## config.mk

```make
export PLATFORM = sky130hd
export DESIGN_NAME = dropout_mask_gen_flat
export DESIGN_NICKNAME = d
export VERILOG_FILES = /design/src/rtl/dropout_mask_gen_if.sv /design/src/rtl/dropout_mask_gen.sv /design/src/flat_wrapper.sv
export SDC_FILE = /design/constraint.sdc
export NUM_CORES = 1
export LEC_CHECK = 0
export CAP_MARGIN = 20
export CORE_MARGIN = 2
export CORE_UTILIZATION = 59
export CTS_CLUSTER_SIZE = 16
export DETAILED_ROUTE_END_ITERATION = 16
export HOLD_SLACK_MARGIN = 0.05
export PLACE_DENSITY_LB_ADDON = 0.25
export SLEW_MARGIN = 10
export SYNTH_ARGS = -nofsm -noshare
export SYNTH_HDL_FRONTEND = slang
export SYNTH_SLANG_ARGS = --single-unit
```

## constraint.sdc

```tcl
create_clock -name clk -period 6.85 [get_ports clk]
set_input_delay 1.37 -clock clk [delete_from_list [all_inputs] [get_ports clk]]
set_output_delay 1.37 -clock clk [all_outputs]
set_load 0.05 [all_outputs]
```

## src/rtl/dropout_mask_gen_if.sv

```systemverilog
// Request/mask bus between the dropout controller and the mask generator.
// The master drives control and ready; the slave returns the mask, its keep count and busy.
interface dropout_mask_gen_if #(
  parameter int unsigned LANES  = 8,
  parameter int unsigned LFSR_W = 16
);
  logic                         ena;
  logic [7:0]                   rate_in;
  logic                         rate_we;
  logic [LFSR_W-1:0]            seed_in;
  logic                         seed_we;
  logic                         mask_ready;
  logic                         mask_valid;
  logic [LANES-1:0]             mask;
  logic [$clog2(LANES+1)-1:0]   keep_cnt;
  logic                         busy;

  modport master (
    output ena, rate_in, rate_we, seed_in, seed_we, mask_ready,
    input  mask_valid, mask, keep_cnt, busy
  );

  modport slave (
    input  ena, rate_in, rate_we, seed_in, seed_we, mask_ready,
    output mask_valid, mask, keep_cnt, busy
  );
endinterface

```

## src/rtl/dropout_mask_gen.sv

```systemverilog
// Per-neuron dropout keep-mask generator: a Galois LFSR byte is compared with a
// snapshotted drop threshold once per lane, and the finished mask is offered on valid/ready.
module dropout_mask_gen #(
  parameter int unsigned     LANES        = 8,
  parameter int unsigned     LFSR_W       = 16,
  parameter logic [LFSR_W-1:0] TAPS       = 16'hB400,
  parameter logic [LFSR_W-1:0] SEED       = 16'hACE1,
  parameter logic [7:0]      DEFAULT_RATE = 8'h80
) (
  input  logic               clk,
  input  logic               rst_n,
  dropout_mask_gen_if.slave  bus
);

  localparam int unsigned CNT_W = (LANES > 1) ? $clog2(LANES) : 1;
  localparam int unsigned KC_W  = $clog2(LANES+1);

  typedef enum logic [1:0] {
    S_IDLE = 2'd0,
    S_GEN  = 2'd1,
    S_HOLD = 2'd2
  } state_t;

  state_t            r_state;
  state_t            w_state_nxt;
  logic [LFSR_W-1:0] r_lfsr;
  logic [7:0]        r_rate_q;
  logic [7:0]        r_rate_gen;
  logic [CNT_W-1:0]  r_lane;
  logic [LANES-1:0]  r_shadow;
  logic [LANES-1:0]  r_mask;
  logic [KC_W-1:0]   r_keep_cnt;
  logic              r_mask_valid;

  logic              w_handshake;
  logic              w_last_lane;
  logic              w_keep;
  logic              w_start;
  logic              w_step;
  logic              w_done;
  logic [LFSR_W-1:0] w_lfsr_step;
  logic [LANES-1:0]  w_shadow_nxt;
  logic [KC_W-1:0]   w_pop;

  assign w_handshake = r_mask_valid & bus.mask_ready;
  assign w_last_lane = (r_lane == CNT_W'(LANES-1));
  assign w_keep      = (r_lfsr[7:0] >= r_rate_gen);
  assign w_lfsr_step = r_lfsr[0] ? ((r_lfsr >> 1) ^ TAPS) : (r_lfsr >> 1);

  always_comb begin
    w_shadow_nxt         = r_shadow;
    w_shadow_nxt[r_lane] = w_keep;
    w_pop                = '0;
    for (int unsigned i = 0; i < LANES; i++) begin
      w_pop = w_pop + KC_W'(w_shadow_nxt[i]);
    end
  end

  // A seed write overrides every transition, including the HOLD auto-restart.
  always_comb begin
    w_state_nxt = r_state;
    w_start     = 1'b0;
    w_step      = 1'b0;
    w_done      = 1'b0;
    if (bus.seed_we) begin
      w_state_nxt = S_IDLE;
    end else begin
      unique case (r_state)
        S_IDLE: begin
          if (bus.ena) begin
            w_state_nxt = S_GEN;
            w_start     = 1'b1;
          end
        end
        S_GEN: begin
          if (bus.ena) begin
            w_step = 1'b1;
            if (w_last_lane) begin
              w_state_nxt = S_HOLD;
              w_done      = 1'b1;
            end
          end
        end
        S_HOLD: begin
          if (w_handshake) begin
            if (bus.ena) begin
              w_state_nxt = S_GEN;
              w_start     = 1'b1;
            end else begin
              w_state_nxt = S_IDLE;
            end
          end
        end
        default: w_state_nxt = S_IDLE;
      endcase
    end
  end

  always_ff @(posedge clk or negedge rst_n) begin
    if (!rst_n) begin
      r_state      <= S_IDLE;
      r_lfsr       <= SEED;
      r_rate_q     <= DEFAULT_RATE;
      r_rate_gen   <= DEFAULT_RATE;
      r_lane       <= '0;
      r_shadow     <= '0;
      r_mask       <= '0;
      r_keep_cnt   <= '0;
      r_mask_valid <= 1'b0;
    end else begin
      r_state <= w_state_nxt;
      if (bus.rate_we) begin
        r_rate_q <= bus.rate_in;
      end
      if (bus.seed_we) begin
        r_lfsr       <= (bus.seed_in == '0) ? SEED : bus.seed_in;
        r_lane       <= '0;
        r_shadow     <= '0;
        r_mask_valid <= 1'b0;
      end else begin
        if (w_start) begin
          r_lane     <= '0;
          r_shadow   <= '0;
          r_rate_gen <= r_rate_q;
        end
        if (w_step) begin
          r_lfsr   <= w_lfsr_step;
          r_lane   <= r_lane + CNT_W'(1);
          r_shadow <= w_shadow_nxt;
        end
        if (w_done) begin
          r_mask       <= w_shadow_nxt;
          r_keep_cnt   <= w_pop;
          r_mask_valid <= 1'b1;
        end else if (w_handshake) begin
          r_mask_valid <= 1'b0;
        end
      end
    end
  end

  assign bus.mask_valid = r_mask_valid;
  assign bus.mask       = r_mask;
  assign bus.keep_cnt   = r_keep_cnt;
  assign bus.busy       = (r_state == S_GEN);

endmodule

```

## src/flat_wrapper.sv

```systemverilog
// flat-port wrapper written by rule: the top's interface ports become plain ports
module dropout_mask_gen_flat 
#(
  parameter int unsigned     LANES        = 8,
  parameter int unsigned     LFSR_W       = 16,
  parameter logic [LFSR_W-1:0] TAPS       = 16'hB400,
  parameter logic [LFSR_W-1:0] SEED       = 16'hACE1,
  parameter logic [7:0]      DEFAULT_RATE = 8'h80
)
  (clk, rst_n, bus_ena, bus_rate_in, bus_rate_we, bus_seed_in, bus_seed_we, bus_mask_ready, bus_mask_valid, bus_mask, bus_keep_cnt, bus_busy);
  dropout_mask_gen_if #(.LANES(LANES), .LFSR_W(LFSR_W)) bus_i ();
  input  logic clk;
  input  logic rst_n;
  input wire logic [$bits(bus_i.ena)-1:0] bus_ena;
  input wire logic [$bits(bus_i.rate_in)-1:0] bus_rate_in;
  input wire logic [$bits(bus_i.rate_we)-1:0] bus_rate_we;
  input wire logic [$bits(bus_i.seed_in)-1:0] bus_seed_in;
  input wire logic [$bits(bus_i.seed_we)-1:0] bus_seed_we;
  input wire logic [$bits(bus_i.mask_ready)-1:0] bus_mask_ready;
  output wire logic [$bits(bus_i.mask_valid)-1:0] bus_mask_valid;
  output wire logic [$bits(bus_i.mask)-1:0] bus_mask;
  output wire logic [$bits(bus_i.keep_cnt)-1:0] bus_keep_cnt;
  output wire logic [$bits(bus_i.busy)-1:0] bus_busy;
  assign bus_i.ena = bus_ena;
  assign bus_i.rate_in = bus_rate_in;
  assign bus_i.rate_we = bus_rate_we;
  assign bus_i.seed_in = bus_seed_in;
  assign bus_i.seed_we = bus_seed_we;
  assign bus_i.mask_ready = bus_mask_ready;
  assign bus_mask_valid = bus_i.mask_valid;
  assign bus_mask = bus_i.mask;
  assign bus_keep_cnt = bus_i.keep_cnt;
  assign bus_busy = bus_i.busy;
  dropout_mask_gen #(.LANES(LANES), .LFSR_W(LFSR_W), .TAPS(TAPS), .SEED(SEED), .DEFAULT_RATE(DEFAULT_RATE)) u_core (.clk(clk), .rst_n(rst_n), .bus(bus_i));
endmodule
```

==> results.cfg, run 1 <==
[outcome]
status = finished clean

[route]
wl_mm = 6.573
vias = 2357
post_drt_via_cell_ratio = 5.693
drtIter0Drc = 116
ant_nets = 0
wl_per_cell_um = 15.88
drc = 0
firstDrtPassIters = 4

[logic_synthesis]
yosys.area_share.adder_pct = 7.748
yosys-top-cells-count = dfrtp_1 (48), nor2_1 (24), o21ai_0 (24), a21oi_1 (23), nand2_1 (22)
yosysSeqAreaShare_pct = 46.73
synth_top_area_share_pct = 38.34
yosys-top-cells-area = dfrtp_1 (38%), dfstp_2 (8.4%), mux2_2 (6.8%), ha_1 (5.2%), mux2i_1 (4.5%)
syn-num-nets = 347
synth_edf_count = 0
synth_seq_cells = 58
netlist_instances = 300
yosysWarningCount = 0
synth_mux_area_share_pct = 11.30
synthSimpleGateAreaFrac_pct = 12.70
syn_area_um2 = 3133
yosysMostFrequentCell = dfrtp_1
synth_top_flop_cell = dfrtp_1
synth_compound_gate_area_share_pct = 15.73
synth.avg_cell_area_um2 = 10.44
synth_top_family_by_area = compound AO/OA/AOI/OAI gates
synth_xor_area_share_pct = 1.118
yosysUniqueCellTypes = 42
yosys.area.top_type = dfrtp_1
postSynth.asyncResetShare_pct = 100.0

[sta]
finalCritPeriodShare_pct = 64.39
setup-tns-final_ps = 0
setup_viol_count_final = 0
tightest_slew_ps = 1013
fmax_mhz = 226.7
fin_skew_ps = 5.666
grt_setup_unrepaired = no
finalCriticalPeriod_ps = 4410
fin_ws_ps = 2440
slew_headroom_pct = 32.27
hold_viol = 0
drv_slew = 0

[place]
hpwl_mm = 4.576
port_buffers = 43
dp.cells = 398
place_ws_ps = 2456
gp_congestion = 0.8605

[die]
die_w_um = 76.87
start_util_pct = 61.34
die_h_um = 76.87
core-area_um2 = 5107
row_count = 26
fp.dieArea_um2 = 5909
ioPinCount = 44

[worst_setup_path]
cp_slowest_cell = dfstp_2
critPathMaxFanout = 24
critPathKind = reg2reg
cp-start-kind = flop
cpMostUsedCell = fa_1
worst_ep_required_time_ps = 7100
critical_path.cell_chain = inv_1, ha_1, and3_4, a221o_1, a41oi_2, buf_4, a21oi_1, ha_1, fa_1, inv_1, fa_1, fa_1, fa_1, xor2_1, o21ai_0
cp.arrival_ps = 4660
crit_path_end_kind = flop
max_stage_delay_ps = 530

[clock_network]
cts_tree = built
clk_pin_slew_worst_paths_ps = 60
clk_path_buf_depth = 2
hold_buffers = 0
clock_sinks = 58
cts-root-buf = clkbuf_8
post-cts-setup-buffers = 0
htreeDepth = 3
numCtsBuffers = 9
insertion_delay_ps = 340
cts_resized = 0

[pwr]
ir_drop_uv = 157.5
power_density_nw_per_um2 = 230.5
leakage_nw = 1.685

[global_route]
grt_pass1_vias = 2429
grt_max_degree = 59
antenna_found_initial = 0
grt_use_total_pct = 24.06
grt.overflow.total = 0
grt_pass1_wl_mm = 11.17

[job]
drv_cap = 0

[final_layout]
drive_gt1_share_pct = 15.12
layoutNonFillerInstCount = 414
antenna_cells = 0
nets = 386
syn_to_final_growth_pct = 20.41

[worst_hold_path]
hp-class = reg2reg
layer usage:
layer	wire (um)	track usage [%]	part of all wire, %	vias to the layer above
met2	3223	39.47	49	58
met4	164	13.82	2.5	0
met5	0	0	0	-
met1	2831	29.94	43	1140
li1	-	-	-	1147
met3	353	4.353	5.4	12
cells in the final DEF (no fill, tap or decap), types with 2 or more instances in the layout:
cell type	instances
a21boi_0	4
xnor2_1	3
or3b_2	2
clkdlybuf4s50_1	42
inv_1	15
dfstp_2	10
nand3b_1	4
dfrtp_1	48
nor3b_1	3
a31oi_1	5
nor4_1	4
and4_1	2
a21o_1	5
ha_1	13
a22o_1	2
and3b_1	2
o32ai_1	3
o31ai_1	9
buf_4	2
nor2b_1	5
clkbuf_1	3
clkbuf_8	11
nor2_1	24
a21oi_1	23
nand2_1	22
fa_1	4
mux2i_1	14
o21ai_0	24
mux2_2	19
cell type report:
class                           count  area [um^2]
Clock buffer                       14        162.7
Clock inverter                      2        35.03
Fill cell                         390         1335
Inverter                           16        60.06
Multi-Input combinational cell    209         1523
Sequential cell                    58         1464
Tap cell                           70        87.58
Timing Repair Buffer               45        440.4
final timing paths:
kind | from | to | slack, ps | depth (start not counted)
worst max-delay path | u_core.r_rate_gen[7]$_DFFE_PN1P_ | u_core.bus.keep_cnt[2]$_DFFE_PN0P_ | 2440 | 15
worst min-delay path | u_core.bus.keep_cnt[0]$_DFFE_PN0P_ | u_core.bus.keep_cnt[0]$_DFFE_PN0P_ | 490 | 2
worst max register to register | u_core.r_rate_gen[7]$_DFFE_PN1P_ | u_core.bus.keep_cnt[2]$_DFFE_PN0P_ | 2440 | 15
worst min register to register | u_core.bus.keep_cnt[0]$_DFFE_PN0P_ | u_core.bus.keep_cnt[0]$_DFFE_PN0P_ | 490 | 2
max in group asynchronous | rst_n | u_core.r_shadow[0]$_DFFE_PN0P_ | 5200 | 2
min in group asynchronous | rst_n | u_core.r_rate_q[2]$_DFFE_PN0P_ | 1160 | 2
critical path: cells and delay by family (launching register included):
kind	cells	cell delay (ps)
AO/OA/AOI/OAI	4	710
adder cells (fa/ha/maj)	6	2420
XOR/XNOR	1	140
AND/OR/NAND/NOR	1	160
flip-flops	1	530
buffers and inverters	3	370
registers in the layout (all words and copies together) (netlist names):
| name | count |
|---|---|
| u_core.r_lfsr | 16 |
| u_core.bus.mask | 8 |
| u_core.r_rate_gen | 8 |
| u_core.r_rate_q | 8 |
| u_core.r_shadow | 8 |
| u_core.bus.keep_cnt | 4 |
| u_core.r_lane | 3 |
| u_core.r_state | 2 |
| u_core.bus.mask_valid | 1 |
kinds of logic (layout without fill, tap and decap cells):
group | Yosys count | after routing
compound gates | 79 | 79
simple gates | 76 | 76
flops | 58 | 58
mux | 33 | 33
buf+inv | 33 | 77
fa+ha+maj | 17 | 17
xor+xnor | 4 | 4
per-stage QoR:
stage / util, % / hold slack [ps] / area, um^2 / total power [mW]
after CTS: 73.86 / 491.6 / 3772 / 0.8748
final: 73.86 / 491.3 / 3772 / 0.8696
after global placement: 69.99 / 465.1 / 3575 / 0.5496
after floorplan: - / 473.8 / 3133 / 0.5100
after global routing: 73.86 / 515.8 / 3772 / 0.9125
after detailed placement: 69.99 / 477.6 / 3575 / 0.5587
where the power goes:
part           total, mW  switching (mW)  internal (mW)
Combinational      0.159          0.0845         0.0749
Sequential         0.394          0.0182          0.376
Clock              0.316           0.129          0.188
(Power assumes the default switching activity.)
==> run 2, diff against run 1 <==
--- a/config.mk
+++ b/config.mk
@@ -7,7 +7,7 @@
 export LEC_CHECK = 0
 export CAP_MARGIN = 20
 export CORE_MARGIN = 2
-export CORE_UTILIZATION = 59
+export CORE_UTILIZATION = 49
 export CTS_CLUSTER_SIZE = 16
 export DETAILED_ROUTE_END_ITERATION = 16
 export HOLD_SLACK_MARGIN = 0.05
==> constraint.sdc (replaced) <==
create_clock -name clk -period 4 [get_ports clk]
set_input_delay 0.8 -clock clk [delete_from_list [all_inputs] [get_ports clk]]
set_output_delay 0.8 -clock clk [all_outputs]
set_load 0.05 [all_outputs]
==> run 2 against run 1 <==
Net effect:
- the run now ends with setup timing left
- worst setup slack got worse by 2500 ps
- final cell count is 5.1% higher
- clock power increased by 90%
- critical path type unchanged
- highest routed layer unchanged
- sequential share of layout area is 1.8 points lower
==> results.cfg, run 2 (synthesis results as in run 1) <==
[outcome]
status = finished, violations left
violations = setup timing

[sta]
finalCriticalPeriod_ps = 4043
fmax_mhz = 247.3
fin_ws_ps = -42.86
setup_viol_count_final = 2
slew_headroom_pct = 41.65
fin_skew_ps = 10.72
grt_setup_unrepaired = yes
finalCritPeriodShare_pct = 101.1
hold_viol = 0
drv_slew = 0
tightest_slew_ps = 875.3

[global_route]
grt_use_total_pct = 20.62
antenna_found_initial = 0
grt_max_degree = 39
grt_pass1_wl_mm = 11.49
grt.overflow.total = 0
grt_pass1_vias = 2486

[route]
drc = 0
wl_mm = 6.759
vias = 2424
firstDrtPassIters = 4
wl_per_cell_um = 15.54
drtIter0Drc = 118
ant_nets = 0
post_drt_via_cell_ratio = 5.572

[clock_network]
cts_tree = built
numCtsBuffers = 9
cts-root-buf = clkbuf_8
clk_path_buf_depth = 2
clock_sinks = 58
insertion_delay_ps = 340
htreeDepth = 3
hold_buffers = 0
clk_pin_slew_worst_paths_ps = 70

[worst_hold_path]
hp-class = reg2reg
min_to = u_core.bus.keep_cnt[0]$_DFFE_PN0P_
min_from = u_core.bus.keep_cnt[0]$_DFFE_PN0P_
whs_path_depth = 2

[job]
drv_cap = 0

[worst_setup_path]
r2r-end = u_core.bus.keep_cnt[1]$_DFFE_PN0P_
cp.arrival_ps = 4260
worst_ep_required_time_ps = 4220
rr_worst_depth = 12
reg2reg_from = u_core.r_lfsr[6]$_DFFE_PN1P_
setup.worst_path.start = u_core.r_lfsr[6]$_DFFE_PN1P_
max_stage_delay_ps = 560
critPathKind = reg2reg
r2r_slack_ps = -40
critPathMaxFanout = 5
crit_path_end_kind = flop
cp_slowest_cell = dfstp_2
critical_path.cell_chain = ha_4, a21o_1, a221o_1, a41oi_4, a21oi_2, ha_1, fa_1, inv_1, fa_1, fa_2, fa_2, o21ai_2
cp-start-kind = flop

[place]
hpwl_mm = 4.699
dpl_cell_area_um2 = 3706
place_ws_ps = -149.1
port_buffers = 43
gp_congestion = 0.7530

[final_layout]
nets = 400
top_register = u_core.r_lfsr
syn_to_final_growth_pct = 26.40
num-fill-cells = 527
final_area_um2 = 3960
drive_gt1_share_pct = 20.95
multi_input_area_um2 = 1575
largest_reg_flops = 16
antenna_cells = 0
mostFrequentLayoutCells = dfrtp_1 (48), clkdlybuf4s50_1 (42), nor2_1 (24)
layout_commonest_cell = dfrtp_1
final-seq-area_um2 = 1464

[die]
start_util_pct = 49.91
die_w_um = 83.96
fp.dieArea_um2 = 7049
die_h_um = 83.96
core-area_um2 = 6277
ioPinCount = 44
row_count = 29

[pwr]
power_density_nw_per_um2 = 406.2
ir_drop_uv = 211.3
leakage_nw = 1.766
run 2: metrics by stage:
step	std cells	util, %	hold slack, ps	power, mW	setup TNS, ps
3_5_place_dp	418	59.04	475.8	0.9999	-287.4
3_3_place_gp	418	59.04	473.4	0.9870	-103.0
4_1_cts	434	62.91	492.3	1.619	-120.1
2_1_floorplan	300	-	473.8	0.8816	-203.2
6_report	435	63.09	487.1	1.608	-74.84
5_1_grt	435	63.09	519.1	1.687	-326.2
run 2: worst max-delay path by stage:
stage	to	slack [ps]	depth (start not counted)
5_1_grt	u_core.bus.keep_cnt[2]$_DFFE_PN0P_	-170	13
4_1_cts	u_core.bus.keep_cnt[1]$_DFFE_PN0P_	-70	12
3_3_place_gp	u_core.bus.keep_cnt[1]$_DFFE_PN0P_	-70	13
3_5_place_dp	u_core.bus.keep_cnt[1]$_DFFE_PN0P_	-150	13
2_1_floorplan	u_core.bus.keep_cnt[1]$_DFFE_PN0P_	-110	14
6_report	u_core.bus.keep_cnt[1]$_DFFE_PN0P_	-40	12
run 2: layer usage:
layer / wire length [um] / vias up / part of all wire [%] / track usage (%)
li1: - / 1182 / - / -
met1: 3118 / 1190 / 46 / 26.66
met2: 3259 / 45 / 48 / 33.24
met3: 325 / 7 / 4.8 / 5.836
met4: 56 / 0 / 0.83 / 7.331
met5: 0 / - / 0 / 0
run 2: timing repair:
item,CTS,global route
setup endpoints to repair,2,2
hold endpoints to repair,0,0
resized for setup,3,1
setup buffers,0,1
pin swaps,2,1
run 2: layout make-up:
type	count	share of cell area [%]
clock inverter	5	1.959
inverter	16	1.517
sequential	58	36.97
clock buffer	11	3.570
multi-input combinational	209	39.78
timing repair buffer	59	13.78
tap	77	2.433
run 2: critical path, delay by kind of cell, from the launching register on:
kind	cells	cell delay [ps]
flip-flops	1	560
adder cells (fa/ha/maj)	6	2360
buffers and inverters	1	50
AO/OA/AOI/OAI	5	950
run 2: report_power, final:
group | total, mW | internal [mW] | switching (mW)
Combinational | 0.335 | 0.172 | 0.163
Sequential | 0.673 | 0.643 | 0.0297
Clock | 0.601 | 0.366 | 0.235
Total | 1.61 | 1.18 | 0.428
